File: src/rtl/jtpopeye_dwnld_pkg.sv
// Shared definitions for the Popeye download sequencer: memory map regions,
// FSM state codes and write-enable bit positions.
package jtpopeye_dwnld_pkg;

  typedef enum logic [1:0] {
    IDLE  = 2'd0,
    LOAD  = 2'd1,
    FLUSH = 2'd2,
    DONE  = 2'd3
  } state_t;

  // ioctl address map
  localparam logic [31:0] MAIN_BASE   = 32'h0_0000, MAIN_SIZE   = 32'h8000;
  localparam logic [31:0] OBJ_BASE    = 32'h0_8000, OBJ_SIZE    = 32'h8000;
  localparam logic [31:0] CHAR_BASE   = 32'h1_0000, CHAR_SIZE   = 32'h0800;
  localparam logic [31:0] PALBG_BASE  = 32'h1_0800, PALBG_SIZE  = 32'h0020;
  localparam logic [31:0] PALFG_BASE  = 32'h1_0820, PALFG_SIZE  = 32'h0020;
  localparam logic [31:0] PALOBJ_BASE = 32'h1_0840, PALOBJ_SIZE = 32'h0100;

  // bit positions in the map's 9-bit write one-hot; [7:0] is prom_we, [8] is main_we
  localparam int WE_OBJ0   = 0;
  localparam int WE_CHAR   = 4;
  localparam int WE_PALBG  = 5;
  localparam int WE_PALFG  = 6;
  localparam int WE_PALOBJ = 7;
  localparam int WE_MAIN   = 8;

  function automatic logic in_region(input logic [31:0] a, input logic [31:0] base,
                                     input logic [31:0] size);
    return (a >= base) && (a < base + size);
  endfunction

endpackage

File: src/rtl/jtpopeye_dwnld_if.sv
// Download bus: ioctl stream in, memory load bus out.
// Optional chksum signal present when JTPOPEYE_DWNLD_CHKSUM_EN is defined.
interface jtpopeye_dwnld_if #(parameter int AW = 22);
  logic          downloading;
  logic [AW-1:0] ioctl_addr;
  logic [7:0]    ioctl_data;
  logic          ioctl_wr;
  logic [14:0]   prog_addr;
  logic [7:0]    prog_data;
  logic [1:0]    prog_mask;
  logic [7:0]    prom_we;
  logic          main_we;
  logic          rom_ready;
  logic          overflow;
`ifdef JTPOPEYE_DWNLD_CHKSUM_EN
  logic [15:0]   chksum;
`endif

  // framework side
  modport master (
    output downloading, ioctl_addr, ioctl_data, ioctl_wr,
    input  prog_addr, prog_data, prog_mask, prom_we, main_we, rom_ready, overflow
`ifdef JTPOPEYE_DWNLD_CHKSUM_EN
    , input chksum
`endif
  );

  // sequencer side
  modport slave (
    input  downloading, ioctl_addr, ioctl_data, ioctl_wr,
    output prog_addr, prog_data, prog_mask, prom_we, main_we, rom_ready, overflow
`ifdef JTPOPEYE_DWNLD_CHKSUM_EN
    , output chksum
`endif
  );
endinterface

File: src/rtl/jtpopeye_dwnld_map.sv
// Combinational address decoder: ioctl byte address -> target write strobe,
// offset inside that region, and an out-of-map flag.
module jtpopeye_dwnld_map
  import jtpopeye_dwnld_pkg::*;
#(
  parameter int AW = 22
) (
  input  logic [AW-1:0] addr,
  output logic [8:0]    we,
  output logic [14:0]   offset,
  output logic          out_of_map
);
  logic [31:0] a;
  assign a = 32'(addr);

  // first matching region wins; regions do not overlap
  always_comb begin
    we         = '0;
    offset     = '0;
    out_of_map = 1'b0;
    if (in_region(a, MAIN_BASE, MAIN_SIZE)) begin
      we[WE_MAIN] = 1'b1;
      offset      = 15'(a - MAIN_BASE);
    end else if (in_region(a, OBJ_BASE, OBJ_SIZE)) begin
      // four 8 kB object PROMs selected by addr[14:13]
      we[WE_OBJ0 +: 4] = 4'b0001 << a[14:13];
      offset           = {2'b00, a[12:0]};
    end else if (in_region(a, CHAR_BASE, CHAR_SIZE)) begin
      we[WE_CHAR] = 1'b1;
      offset      = 15'(a - CHAR_BASE);
    end else if (in_region(a, PALBG_BASE, PALBG_SIZE)) begin
      we[WE_PALBG] = 1'b1;
      offset       = 15'(a - PALBG_BASE);
    end else if (in_region(a, PALFG_BASE, PALFG_SIZE)) begin
      we[WE_PALFG] = 1'b1;
      offset       = 15'(a - PALFG_BASE);
    end else if (in_region(a, PALOBJ_BASE, PALOBJ_SIZE)) begin
      we[WE_PALOBJ] = 1'b1;
      offset        = 15'(a - PALOBJ_BASE);
    end else begin
      out_of_map = 1'b1;
    end
  end
endmodule

File: src/rtl/jtpopeye_dwnld.sv
// Download sequencer: converts ioctl write strobes into one-cycle memory
// write pulses, tracks the session (IDLE/LOAD/FLUSH/DONE) and raises
// rom_ready after the post-download flush.
// Optional feature macro: JTPOPEYE_DWNLD_CHKSUM_EN adds a running byte checksum.
module jtpopeye_dwnld
  import jtpopeye_dwnld_pkg::*;
#(
  parameter int FLUSH_CYCLES = 16,
  parameter int AW           = 22
) (
  input logic             clk,
  input logic             rst,
  jtpopeye_dwnld_if.slave bus
);
  localparam int FW = (FLUSH_CYCLES > 1) ? $clog2(FLUSH_CYCLES) : 1;

  state_t        state, state_nx;
  logic [FW-1:0] fcnt;
  logic          wr_l, wr_edge, acc, take, fresh;
  logic [8:0]    map_we;
  logic [14:0]   map_off;
  logic          map_oom;
  logic [16:0]   nbytes;

  logic [14:0]   prog_addr;
  logic [7:0]    prog_data;
  logic [1:0]    prog_mask;
  logic [7:0]    prom_we;
  logic          main_we, rom_ready, overflow;

  jtpopeye_dwnld_map #(.AW(AW)) u_map (
    .addr       (bus.ioctl_addr),
    .we         (map_we),
    .offset     (map_off),
    .out_of_map (map_oom)
  );

  // only a fresh rising strobe while loading counts; a byte arriving as
  // downloading falls is rejected
  assign wr_edge = bus.ioctl_wr & ~wr_l;
  assign acc     = wr_edge & bus.downloading & (state == LOAD);
  assign take    = acc & ~map_oom;
  // start of a new session: per-session state (overflow, counters) clears
  assign fresh   = (state == IDLE || state == DONE) && (state_nx == LOAD);

  // strobe history for edge detection
  always_ff @(posedge clk or posedge rst)
    if (rst) wr_l <= 1'b0;
    else     wr_l <= bus.ioctl_wr;

  // state register
  always_ff @(posedge clk or posedge rst)
    if (rst) state <= IDLE;
    else     state <= state_nx;

  // next-state logic
  always_comb begin
    state_nx = state;
    case (state)
      IDLE:    if (bus.downloading) state_nx = LOAD;
      LOAD:    if (!bus.downloading) state_nx = FLUSH;
      FLUSH:   if (bus.downloading) state_nx = LOAD;
               else if (fcnt == '0) state_nx = DONE;
      DONE:    if (bus.downloading) state_nx = LOAD;
      default: state_nx = IDLE;
    endcase
  end

  // flush down-counter, reloaded on every entry into FLUSH
  always_ff @(posedge clk or posedge rst)
    if (rst)                                       fcnt <= '0;
    else if (state_nx == FLUSH && state != FLUSH)  fcnt <= FW'(FLUSH_CYCLES - 1);
    else if (state == FLUSH && fcnt != '0)         fcnt <= fcnt - 1'b1;

  // registered load bus: strobes live one cycle, address/data/mask hold
  always_ff @(posedge clk or posedge rst)
    if (rst) begin
      prog_addr <= '0;
      prog_data <= '0;
      prog_mask <= '0;
      prom_we   <= '0;
      main_we   <= 1'b0;
      rom_ready <= 1'b0;
      overflow  <= 1'b0;
    end else begin
      prom_we   <= '0;
      main_we   <= 1'b0;
      rom_ready <= (state_nx == DONE);
      if (take) begin
        prom_we   <= map_we[WE_PALOBJ:WE_OBJ0];
        main_we   <= map_we[WE_MAIN];
        prog_addr <= map_off;
        prog_data <= bus.ioctl_data;
        prog_mask <= bus.ioctl_addr[0] ? 2'b01 : 2'b10;
      end
      if (fresh)            overflow <= 1'b0;
      else if (acc & map_oom) overflow <= 1'b1;
    end

  // saturating count of accepted in-map bytes
  always_ff @(posedge clk or posedge rst)
    if (rst)                        nbytes <= '0;
    else if (fresh)                 nbytes <= '0;
    else if (take && nbytes != '1)  nbytes <= nbytes + 17'd1;

  assign bus.prog_addr = prog_addr;
  assign bus.prog_data = prog_data;
  assign bus.prog_mask = prog_mask;
  assign bus.prom_we   = prom_we;
  assign bus.main_we   = main_we;
  assign bus.rom_ready = rom_ready;
  assign bus.overflow  = overflow;

`ifdef JTPOPEYE_DWNLD_CHKSUM_EN
  logic [15:0] sum;
  // running sum; only LOAD accepts bytes, so it freezes from FLUSH onward
  always_ff @(posedge clk or posedge rst)
    if (rst)        sum <= '0;
    else if (fresh) sum <= '0;
    else if (take)  sum <= sum + 16'(bus.ioctl_data);
  assign bus.chksum = sum;
`endif
endmodule

File: src/flat_wrapper.sv
// flat-port wrapper written by rule: the top's interface ports become plain ports
module jtpopeye_dwnld_flat import jtpopeye_dwnld_pkg::*;
#(
  parameter int FLUSH_CYCLES = 16,
  parameter int AW           = 22
)
  (clk, rst, bus_downloading, bus_ioctl_addr, bus_ioctl_data, bus_ioctl_wr, bus_prog_addr, bus_prog_data, bus_prog_mask, bus_prom_we, bus_main_we, bus_rom_ready, bus_overflow);
  jtpopeye_dwnld_if #(.AW(AW)) bus_i ();
  input logic clk;
  input logic rst;
  input wire logic [$bits(bus_i.downloading)-1:0] bus_downloading;
  input wire logic [$bits(bus_i.ioctl_addr)-1:0] bus_ioctl_addr;
  input wire logic [$bits(bus_i.ioctl_data)-1:0] bus_ioctl_data;
  input wire logic [$bits(bus_i.ioctl_wr)-1:0] bus_ioctl_wr;
  output wire logic [$bits(bus_i.prog_addr)-1:0] bus_prog_addr;
  output wire logic [$bits(bus_i.prog_data)-1:0] bus_prog_data;
  output wire logic [$bits(bus_i.prog_mask)-1:0] bus_prog_mask;
  output wire logic [$bits(bus_i.prom_we)-1:0] bus_prom_we;
  output wire logic [$bits(bus_i.main_we)-1:0] bus_main_we;
  output wire logic [$bits(bus_i.rom_ready)-1:0] bus_rom_ready;
  output wire logic [$bits(bus_i.overflow)-1:0] bus_overflow;
  assign bus_i.downloading = bus_downloading;
  assign bus_i.ioctl_addr = bus_ioctl_addr;
  assign bus_i.ioctl_data = bus_ioctl_data;
  assign bus_i.ioctl_wr = bus_ioctl_wr;
  assign bus_prog_addr = bus_i.prog_addr;
  assign bus_prog_data = bus_i.prog_data;
  assign bus_prog_mask = bus_i.prog_mask;
  assign bus_prom_we = bus_i.prom_we;
  assign bus_main_we = bus_i.main_we;
  assign bus_rom_ready = bus_i.rom_ready;
  assign bus_overflow = bus_i.overflow;
  jtpopeye_dwnld #(.FLUSH_CYCLES(FLUSH_CYCLES), .AW(AW)) u_core (.clk(clk), .rst(rst), .bus(bus_i));
endmodule
File: config.mk
export PLATFORM = sky130hd
export DESIGN_NAME = jtpopeye_dwnld_flat
export DESIGN_NICKNAME = d
export VERILOG_FILES = /design/src/rtl/jtpopeye_dwnld_pkg.sv /design/src/rtl/jtpopeye_dwnld_if.sv /design/src/rtl/jtpopeye_dwnld_map.sv /design/src/rtl/jtpopeye_dwnld.sv /design/src/flat_wrapper.sv
export SDC_FILE = /design/constraint.sdc
export NUM_CORES = 1
export LEC_CHECK = 0
export CORE_ASPECT_RATIO = 0.75
export CORE_MARGIN = 5
export CORE_UTILIZATION = 43
export DETAILED_ROUTE_END_ITERATION = 10
export PLACE_DENSITY = 0.83
export SYNTH_ARGS = -nofsm -noshare
export SYNTH_HDL_FRONTEND = slang
export SYNTH_SLANG_ARGS = --single-unit
File: constraint.sdc
create_clock -name clk -period 2.4 [get_ports clk]
set_input_delay 0.24 -clock clk [delete_from_list [all_inputs] [get_ports clk]]
set_output_delay 0.24 -clock clk [all_outputs]
set_load 0.02 [all_outputs]
# --- After elaboration in Yosys (flattened, before gate mapping) ---
# Index checks and enable logic that the tools add are counted.
word_totals:
  register_bits: 43
classes:
  muxes: 35
  order_cmp: 12
  reduce_logical: 16
  bitwise: 7
  n_eq_ne: 7
  add_sub_neg: 5
  shift: 1
ops:
  columns: ["cell", "count"]
  rows:
  - ["22-bit by 17-bit < comparator with 1-bit output, second input constant", 5]
  - ["15-bit two-way mux", 6]
  - ["22-bit by 17-bit >= comparator with 1-bit output, second input constant", 4]
  - ["15-bit by 12-bit subtractor with 15-bit output, second input constant", 3]
  - ["22-bit by 1-bit >= comparator with 1-bit output, second input constant", 1]
  - ["22-bit by 16-bit >= comparator with 1-bit output, second input constant", 1]
  - ["22-bit by 16-bit < comparator with 1-bit output, second input constant", 1]
  - ["4-bit two-way mux", 4]
  - ["8-bit two-way mux", 2]
  - ["1-bit two-way mux", 15]
  - ["15-bit by 1-bit subtractor with 15-bit output, second input constant", 1]
  - ["2-bit two-way mux", 6]
  - ["1-bit logical AND", 9]
  - ["2-bit == test, second input constant", 4]
  - ["2-bit one-hot mux with 3 select lines", 1]
  - ["1-bit AND", 5]
  - ["2-bit by 1-bit == test with 1-bit output, second input constant", 2]
  - ["4-bit logical NOT", 1]
  - ["2-bit nonzero test", 2]
  - ["4-bit nonzero test", 1]
  - ["1-bit by 2-bit left shift with 4-bit output, first input constant", 1]
  - ["4-bit by 1-bit subtractor with 4-bit output, second input constant", 1]
  - ["3-bit two-way mux", 1]
  - ["2-bit logical NOT", 1]
  - ["4 further kinds", 5]

# --- Logic depth before layout (Yosys ltp) ---
# Gate-level depths: netlist (run 1).
logic_depth:
  ltp_word: 11
  depth_mapped: 9
  mapped_depth_nobuf: 8

# --- Modules after synthesis ---
# Synthesis (run 1) repeated with hierarchy kept, for this count alone.
unflattened:
  hier_cells: 219
  hier_area_um2: 2536.2
by_module_without_submodules:
  columns: ["module", "n_inst", "area_per_inst_um2", "cells_each"]
  rows:
  - ["jtpopeye_dwnld", 1, 1874.3, 128]
  - ["jtpopeye_dwnld_map", 1, 661.9, 91]

# --- Worst setup path before layout (run 1) ---
# No wires, ideal clock.
synth_path:
  path_kind: "input to register"
  startpoint: "in bus_ioctl_addr[6]"
  endpoint: "reg u_core.prog_addr[12] (netlist: u_core.bus.prog_addr[12])"
  arrival_time_ps: 2035
  cell_stages: 9
  setup_slack_ps: 240
  setup_ps: 125
  path_cell_list: "inv_1 > ha_1 > nor2b_1 > o31ai_1 > nand4_4 > o21a_2 > nor2_1 > buf_4 > mux2_2"
synth_via:
  elab_chain_len: 10
  elab_cells_between_ends: 36
synth_rtl:
  columns: ["item", "line", "source"]
  rows:
  - ["start, declared", "flat_wrapper.sv:12", "input wire logic [$bits(bus_i.ioctl_addr)-1:0] bus_ioctl_addr;"]
  - ["22-bit by 17-bit >= comparator with 1-bit output / 22-bit by 17-bit < comparator with 1-bit output (equally long branches)", "jtpopeye_dwnld_pkg.sv:30", "return (a >= base) && (a < base + size);"]
  - ["1-bit logical AND", "jtpopeye_dwnld_pkg.sv:30", null]
  - ["1-bit two-way mux", "jtpopeye_dwnld_map.sv:37", "end else if (in_region(a, PALOBJ_BASE, PALOBJ_SIZE)) begin"]
  - ["1-bit two-way mux", "jtpopeye_dwnld_map.sv:34", "end else if (in_region(a, PALFG_BASE, PALFG_SIZE)) begin"]
  - ["1-bit two-way mux", "jtpopeye_dwnld_map.sv:31", "end else if (in_region(a, PALBG_BASE, PALBG_SIZE)) begin"]
  - ["1-bit two-way mux", "jtpopeye_dwnld_map.sv:28", "end else if (in_region(a, CHAR_BASE, CHAR_SIZE)) begin"]
  - ["1-bit two-way mux", "jtpopeye_dwnld_map.sv:24", "end else if (in_region(a, OBJ_BASE, OBJ_SIZE)) begin"]
  - ["1-bit two-way mux", "jtpopeye_dwnld_map.sv:21", "if (in_region(a, MAIN_BASE, MAIN_SIZE)) begin"]
  - ["1-bit inverter", "jtpopeye_dwnld.sv:42", "assign take = acc & ~map_oom;"]
  - ["1-bit AND", "jtpopeye_dwnld.sv:42", null]
  - ["end signal, assigned", "jtpopeye_dwnld.sv:92", "prog_addr <= map_off;"]
  - ["end, declared", "jtpopeye_dwnld.sv:25", "logic [14:0] prog_addr;"]
# Several ways; a longest one is shown, not always the timed one.
# A chain may end at the register's enable or synchronous reset.

# --- Worst setup path after layout (run 1) ---
layout_path:
  startpoint: "in bus_ioctl_addr[13]"
  endpoint: "reg u_core.prog_mask[0] (netlist: u_core.bus.prog_mask[0])"
layout_via:
  elab_chain_len: 10
  elab_cells_between_ends: 26
layout_rtl:
  columns: ["item", "line", "source"]
  rows:
  - ["22-bit by 17-bit >= comparator with 1-bit output / 22-bit by 17-bit < comparator with 1-bit output (equally long branches)", "jtpopeye_dwnld_pkg.sv:30", null]
  - ["1-bit logical AND", "jtpopeye_dwnld_pkg.sv:30", null]
  - ["1-bit two-way mux", "jtpopeye_dwnld_map.sv:37", null]
  - ["1-bit two-way mux", "jtpopeye_dwnld_map.sv:34", null]
  - ["1-bit two-way mux", "jtpopeye_dwnld_map.sv:31", null]
  - ["1-bit two-way mux", "jtpopeye_dwnld_map.sv:28", null]
  - ["1-bit two-way mux", "jtpopeye_dwnld_map.sv:24", null]
  - ["1-bit two-way mux (*)", "jtpopeye_dwnld_map.sv:21", null]
  - ["1-bit inverter (*)", "jtpopeye_dwnld.sv:42", null]
  - ["1-bit AND (*)", "jtpopeye_dwnld.sv:42", null]
  - ["end signal, assigned", "jtpopeye_dwnld.sv:94", "prog_mask <= bus.ioctl_addr[0] ? 2'b01 : 2'b10;"]
  - ["end, declared", "jtpopeye_dwnld.sv:27", "logic [1:0] prog_mask;"]
# Mark *: on every way between the ends. The rest lies on a longest branch, timed or not.

==> impl_metrics.csv, run 1 <==
group,metric,value,unit
synth,synth_area,2440,sq um
worst_setup_path,max_stage_delay,0.52,ns
synth,synth_nets,275,
outcome,outcome,"complete, no violations",
worst_setup_path,required,2.58,ns
power_and_ir_drop,power_density,489,nW/um^2
placement,place_inst,414,
power_and_ir_drop,p_total,1.80,mW
timing,hold_viol,0,
timing,whs,0.386,ns
timing,period_share,94.6,%
worst_setup_path,r2r_slack,0.24,ns
grt,grt_pass1_wl,11.6,mm
floorplanning,die_area,7300,sq um
grt,grtUsageMet3,5.74,%
timing,fmax,441,MHz
clock_network,postCtsHoldBufs,0,
floorplanning,rows,23,
worst_setup_path,crit_arrival,2.45,ns
timing,setup_tns,0,ns
worst_setup_path,crit_chain,"clkdlybuf4s50_1, nor3b_2, nand4_1, o32a_1, o21a_2, nor2_4, buf_6, mux2_1",
synth,synth_flop_cell,"dfrtp_1",
job,maxCapViolCount,0,
clock_network,cts.path.max_buffers,2,
worst_setup_path,startpoint_type,"input pin",
timing,final.setup.worst_slack,0.131,ns
routing,vias,2319,
worst_setup_path,crit_slowest_cell,"clkdlybuf4s50_1",
timing,period_needed,2.27,ns
floorplanning,core_area,5410,sq um
clock_network,clock-sinks,43,
placement,place_ws,-0.282,ns
grt,grt_usage,20.4,%
worst_setup_path,worstReg2RegStart,"u_core.fcnt[0]",
synth,synthCells,228,
power_and_ir_drop,leakage,1.70,nW
power_and_ir_drop,ir_worst_vdd,301,uV
routing,wirelength,7.28,mm
placement,dpl_cell_area,3550,sq um
floorplanning,initial_core_util,45.1,%
grt,globalRouteMet2Util,34.5,%
worst_setup_path,rr_worst_depth,8,
synth,avgSynthCellArea,10.7,sq um
grt,antenna_found_initial,0,
floorplanning,ios,70,
finish,drive_gt1_share,22.6,%
routing,antenna_left,0,
clock_network,cts_tree,"built",
finish,final_area,3680,sq um
clock_network,root_buffer,"clkbuf_8",
routing,drc,0,
finish,final_cell_mix,"clkdlybuf4s50_1, buf_4, dfrtp_1, inv_1, mux2_1",
timing,worst_pin_slew,0.535,ns
grt,grt_pass1_vias,2357,
timing,rsz0062_at_grt,"no",
routing,drt-vias-per-instance,5.47,
timing,clock-skew-final,0.00414,ns
synth,synth_edf_count,0,
worst_setup_path,end_kind,"flop",
finish,layout_commonest_cell,"clkdlybuf4s50_1",
timing,slew_headroom,64.3,%
placement,dp_hpwl,5.73,mm
synth,synth_top_area_share,44.1,%
timing,slew_violations,0,
clock_network,htreeDepth,2,
finish,syn_to_final_growth,50.7,%
placement,place_congestion,0.963,
grt,use_met1,26.6,%
finish,final_nets,395,
finish,utilization,67.9,%
synth,yosysTopAreaCell,"dfrtp_1",
clock_network,cts_buffers,5,
synth,synth-seq-cells,43,
floorplanning,fp.dieH,75.2,microns
worst_setup_path,r2r_end,"u_core.fcnt[0]",
synth,yosys.cell_types.count,61,
routing,dr.pass1.iters,5,
worst_setup_path,path_max_fanout,6,
min_path,hold_class,"in2async",
synth,yosysWarnings,0,
grt,overflow,0,
finish,finish.cell_count_without_fillers,424,
timing,setup_viol,0,
routing,wire_per_inst,17.2,microns
worst_setup_path,critical_path_class,"in2reg",
synth,ys_top_cells_by_area,"dfrtp_1, ha_1, mux2_1",
synth,async_flop_share,100,%
clock_network,worstSkewPairLatency,0.29,ns
finish,diodes,0,
placement,place.port_buffers,69,
grt,grt_most_used_layer,"met2",
synth,synth-seq-area-share,44.1,%
grt,grt_start_max_net_pins,44,
floorplanning,die_w,97.0,microns
clock_network,path_clk_slew,0.08,ns
routing,drt_iter0_drc,157,
## logic make-up after synthesis
group / share of synthesized area [%]
xor gates and xnor gates: 1.08
DFF: 44.1
adders and majority gates: 6.67
AOI/OAI and AO/OA: 14.8
and+or+nand+nor: 21.1
muxes: 7.54
buffers and inverters: 4.67
## flip-flops by register name (all words and copies together), names as in the netlist
| name | count |
|---|---|
| u_core.bus.prog_mask | 2 |
| u_core.bus.prog_addr | 15 |
| u_core.bus.rom_ready | 1 |
| u_core.bus.main_we | 1 |
| u_core.bus.prom_we | 8 |
| u_core.wr_l | 1 |
| u_core.bus.prog_data | 8 |
| u_core.fcnt | 4 |
| u_core.state | 2 |
| u_core.bus.overflow | 1 |
## where the power goes
part	switching [mW]	total, mW	internal (mW)
sequential	0.0454	0.833	0.787
clock	0.243	0.446	0.203
combinational	0.271	0.518	0.248
total	0.559	1.80	1.24
## routing by layer
metal	vias up	routed length (microns)
met5	-	0
met4	0	57
met3	7	572
met2	94	3370
met1	1132	3280
li1	1086	-
## worst max path at each step
stage	start	to	slack, ns
after global placement	bus_ioctl_addr[0]	u_core.bus.prog_addr[12]	-0.24
after detailed placement	bus_ioctl_addr[0]	u_core.bus.prog_mask[0]	-0.28
final	bus_ioctl_addr[13]	u_core.bus.prog_mask[0]	0.13
after global routing	bus_ioctl_addr[7]	u_core.bus.prog_addr[9]	0.02
after CTS	bus_ioctl_addr[0]	u_core.bus.prog_addr[12]	0.04
after floorplan	bus_ioctl_addr[6]	u_core.bus.prog_addr[12]	0.24
## cell type report
| cell class | instances | area, sq um |
|---|---|---|
| fill | 443 | 1730 |
| multi-input combinational | 160 | 1270 |
| timing repair buffer | 120 | 1080 |
| sequential | 43 | 1080 |
| tap | 75 | 93.8 |
| clock buffer | 6 | 72.6 |
| inverter | 18 | 67.6 |
| clock inverter | 2 | 12.5 |
## worst max-delay path, delay by kind of cell
kind | cells | cell delay (ns)
buf+inv | 2 | 0.67
mux | 1 | 0.33
simple gates | 3 | 0.47
compound gates | 2 | 0.72
## timing repair
| item | in CTS | in global routing |
|---|---|---|
| setup buffers | 0 | 1 |
| gates resized for setup | 0 | 11 |
| hold endpoints to repair | 0 | 0 |
| endpoints found under the setup margin | 0 | 12 |
## Yosys cell counts (2+ instances only)
library cell and number:
nor2_1 10, o21ai_0 11, buf_6 2, a2bb2oi_1 2
nor3_1 10, and4_1 2, o211ai_1 3, o21ai_1 2
a2111oi_0 2, mux2_1 14, nand4_1 3, a31oi_1 5
and2_1 2, nand3_1 9, or4_4 3, o2111ai_1 2
nand2_1 12, nor3b_2 3, and4b_1 2, o31ai_1 2
xnor2_1 3, nor3b_1 2, dfrtp_1 43, clkbuf_1 2
nor4_1 2, inv_1 18, ha_1 13, o2bb2ai_1 3
a21oi_1 6, and3_1 2, nor2b_1 3
Note: power is estimated with default switching activity, not from simulation.
==> run 2, diff against run 1 <==
Settings changed: PLACE_DENSITY 0.83 to 0.75.
==> run 2 against run 1 <==
Clock power up 11%. Worst setup slack better by 0.030 ns. Sequential cell count unchanged. Critical path depth up 2. Global-route usage up 0.12 points. First-iteration DRC count down 9.6%. Clock skew up 0.0033 ns. Via count down 2.9%. Critical path type unchanged. Critical endpoint is now u_core.bus.prog_addr[13].
==> impl_metrics.csv, run 2 (synthesis results as in run 1) <==
group,metric,value,unit
timing,fmax,446,MHz
clock_network,clock-sinks,43,
worst_setup_path,crit_arrival,2.41,ns
clock_network,postCtsSetupRepairBufs,0,
finish,diodes,0,
job,maxCapViolCount,0,
grt,grt_pass1_wl,12.0,mm
worst_setup_path,path_max_fanout,4,
floorplanning,core_area,5410,sq um
timing,rsz0062_at_grt,"no",
worst_setup_path,critical_path_class,"in2reg",
finish,top_regs,"u_core.bus.prog_addr x15, u_core.bus.prog_data x8, u_core.bus.prom_we x8",
worst_setup_path,required,2.57,ns
grt,grt_start_max_net_pins,44,
placement,dp_hpwl,5.56,mm
worst_setup_path,startpoint_type,"input pin",
floorplanning,ios,70,
clock_network,cts_tree,"built",
grt,antenna_found_initial,0,
clock_network,worstSkewPairLatency,0.29,ns
power_and_ir_drop,comb_power_share,28.5,%
finish,final_cell_mix,"clkdlybuf4s50_1, buf_4, dfrtp_1, inv_1, mux2_1",
power_and_ir_drop,p_total,1.85,mW
grt,overflow,0,
finish,largest_reg_flops,15,
routing,drc,0,
clock_network,cts.path.max_buffers,2,
worst_setup_path,max_stage_delay,0.59,ns
finish,final_nets,398,
power_and_ir_drop,pwr-share-clk,26.7,%
finish,seq_area,1080,sq um
grt,grt_usage,20.6,%
finish,syn_to_final_growth,51.6,%
floorplanning,die_w,97.0,microns
timing,setup_viol,0,
power_and_ir_drop,switching_power,0.565,mW
clock_network,cts_buffers,5,
finish,layout_commonest_cell,"clkdlybuf4s50_1",
clock_network,path_clk_slew,0.09,ns
worst_setup_path,crit_chain,"clkdlybuf4s50_1, inv_1, ha_1, buf_4, nor2_1, a311oi_1, a311o_1, a32o_1, o2111ai_1, nand3_1",
power_and_ir_drop,p_seq_share,44.8,%
timing,worst_pin_slew,0.536,ns
finish,multi_input_area,1260,sq um
floorplanning,die_area,7300,sq um
routing,vias,2252,
placement,place_congestion,0.944,
placement,place_inst,419,
timing,period_share,93.3,%
worst_setup_path,rr_worst_depth,8,
timing,clock-skew-final,0.00742,ns
timing,period_needed,2.24,ns
floorplanning,fp.dieH,75.2,microns
clock_network,htreeDepth,2,
power_and_ir_drop,ir_worst_vdd,282,uV
floorplanning,initial_core_util,45.1,%
power_and_ir_drop,p_int,1.28,mW
routing,drt-vias-per-instance,5.27,
grt,grt_pass1_vias,2365,
finish,fillers,455,
placement,place.port_buffers,69,
timing,whs,0.377,ns
finish,finish.cell_count_without_fillers,427,
timing,slew_headroom,64.3,%
min_path,hold_class,"in2async",
worst_setup_path,end_kind,"flop",
clock_network,root_buffer,"clkbuf_8",
timing,hold_viol,0,
power_and_ir_drop,p_sw_share,30.5,%
finish,drive_gt1_share,22.4,%
floorplanning,rows,23,
finish,max_flop_register,"u_core.bus.prog_addr",
routing,antenna_left,0,
routing,wirelength,6.93,mm
worst_setup_path,crit_slowest_cell,"clkdlybuf4s50_1",
outcome,outcome,"complete, no violations",
power_and_ir_drop,power_density,500,nW/um^2
routing,wire_per_inst,16.2,microns
power_and_ir_drop,leakage,1.69,nW
routing,drt_iter0_drc,142,
timing,slew_violations,0,
routing,dr.pass1.iters,4,
clock_network,postCtsHoldBufs,0,
## run 2: cell count changes in the layout (fill, tap and decap cells not counted), sizes merged
cell           delta
buf               +3
clkdlybuf4s50     +3
dlymetal6s2s      -3
clkbuf            +1
clkinv            +1
clkinvlp          -1
inv               -1
## run 2: path summary, 6_finish.rpt
path                                         startpoint                  endpoint  slack [ns]
worst min-delay path                                rst   u_core.bus.prog_data[1]        0.38
min in group clk                           bus_ioctl_wr               u_core.wr_l        0.48
worst max register to register          u_core.state[0]            u_core.fcnt[0]        0.34
max in group asynchronous                           rst   u_core.bus.prog_addr[5]        1.66
worst min register to register  u_core.bus.prog_data[0]   u_core.bus.prog_data[0]        0.49
worst max-delay path                 bus_ioctl_addr[12]  u_core.bus.prog_addr[13]        0.16
## run 2: layout make-up
type                            count  area share (%)
Clock buffer                        7            2.33
Clock inverter                      1           0.237
Inverter                           18            1.83
Multi-Input combinational cell    160            34.0
Sequential cell                    43            29.1
Tap cell                           75            2.54
Timing Repair Buffer              123            30.0
## run 2: critical path, delay by kind of cell
family          cells  cell delay [ns]
compound gates      4             0.90
buf+inv             3             0.82
simple gates        2             0.24
fa+ha+maj           1             0.20
## run 2: repair_timing
| item | in CTS | in global routing |
|---|---|---|
| resized for setup | 0 | 3 |
| setup endpoints to repair | 0 | 3 |
| hold endpoints to repair | 0 | 0 |
## run 2: through the flow
stage | utilization, % | cell area (sq um) | setup TNS [ns] | setup slack, ns
6_report | 68.4 | 3700 | 0 | 0.160
5_1_grt | 68.4 | 3700 | 0 | 0.0133
4_1_cts | 68.2 | 3690 | 0 | 0.137
3_5_place_dp | 66.5 | 3600 | -1.90 | -0.173
3_3_place_gp | 66.5 | 3600 | -1.16 | -0.136
2_1_floorplan | - | 2440 | 0 | 0.240
## run 2: per-layer routing
metal  vias to the layer above  wire length (microns)  part of all wire [%]  GRT usage (%)
met1                      1072                   3250                    47           28.6
met5                         -                      0                     0              0
met4                         0                     19                  0.27           3.58
met3                         2                    530                   7.6           5.19
met2                        88                   3140                    45           33.5
li1                       1090                      -                     -              -
## run 2: power groups by stage
stage          clock network, mW  registers [mW]  logic [mW]
6_report                   0.494           0.829       0.528
5_1_grt                    0.541           0.839       0.587
4_1_cts                    0.500           0.830       0.528
3_5_place_dp                   0           0.843       0.523
3_3_place_gp                   0           0.842       0.508
2_1_floorplan                  0           0.863       0.256
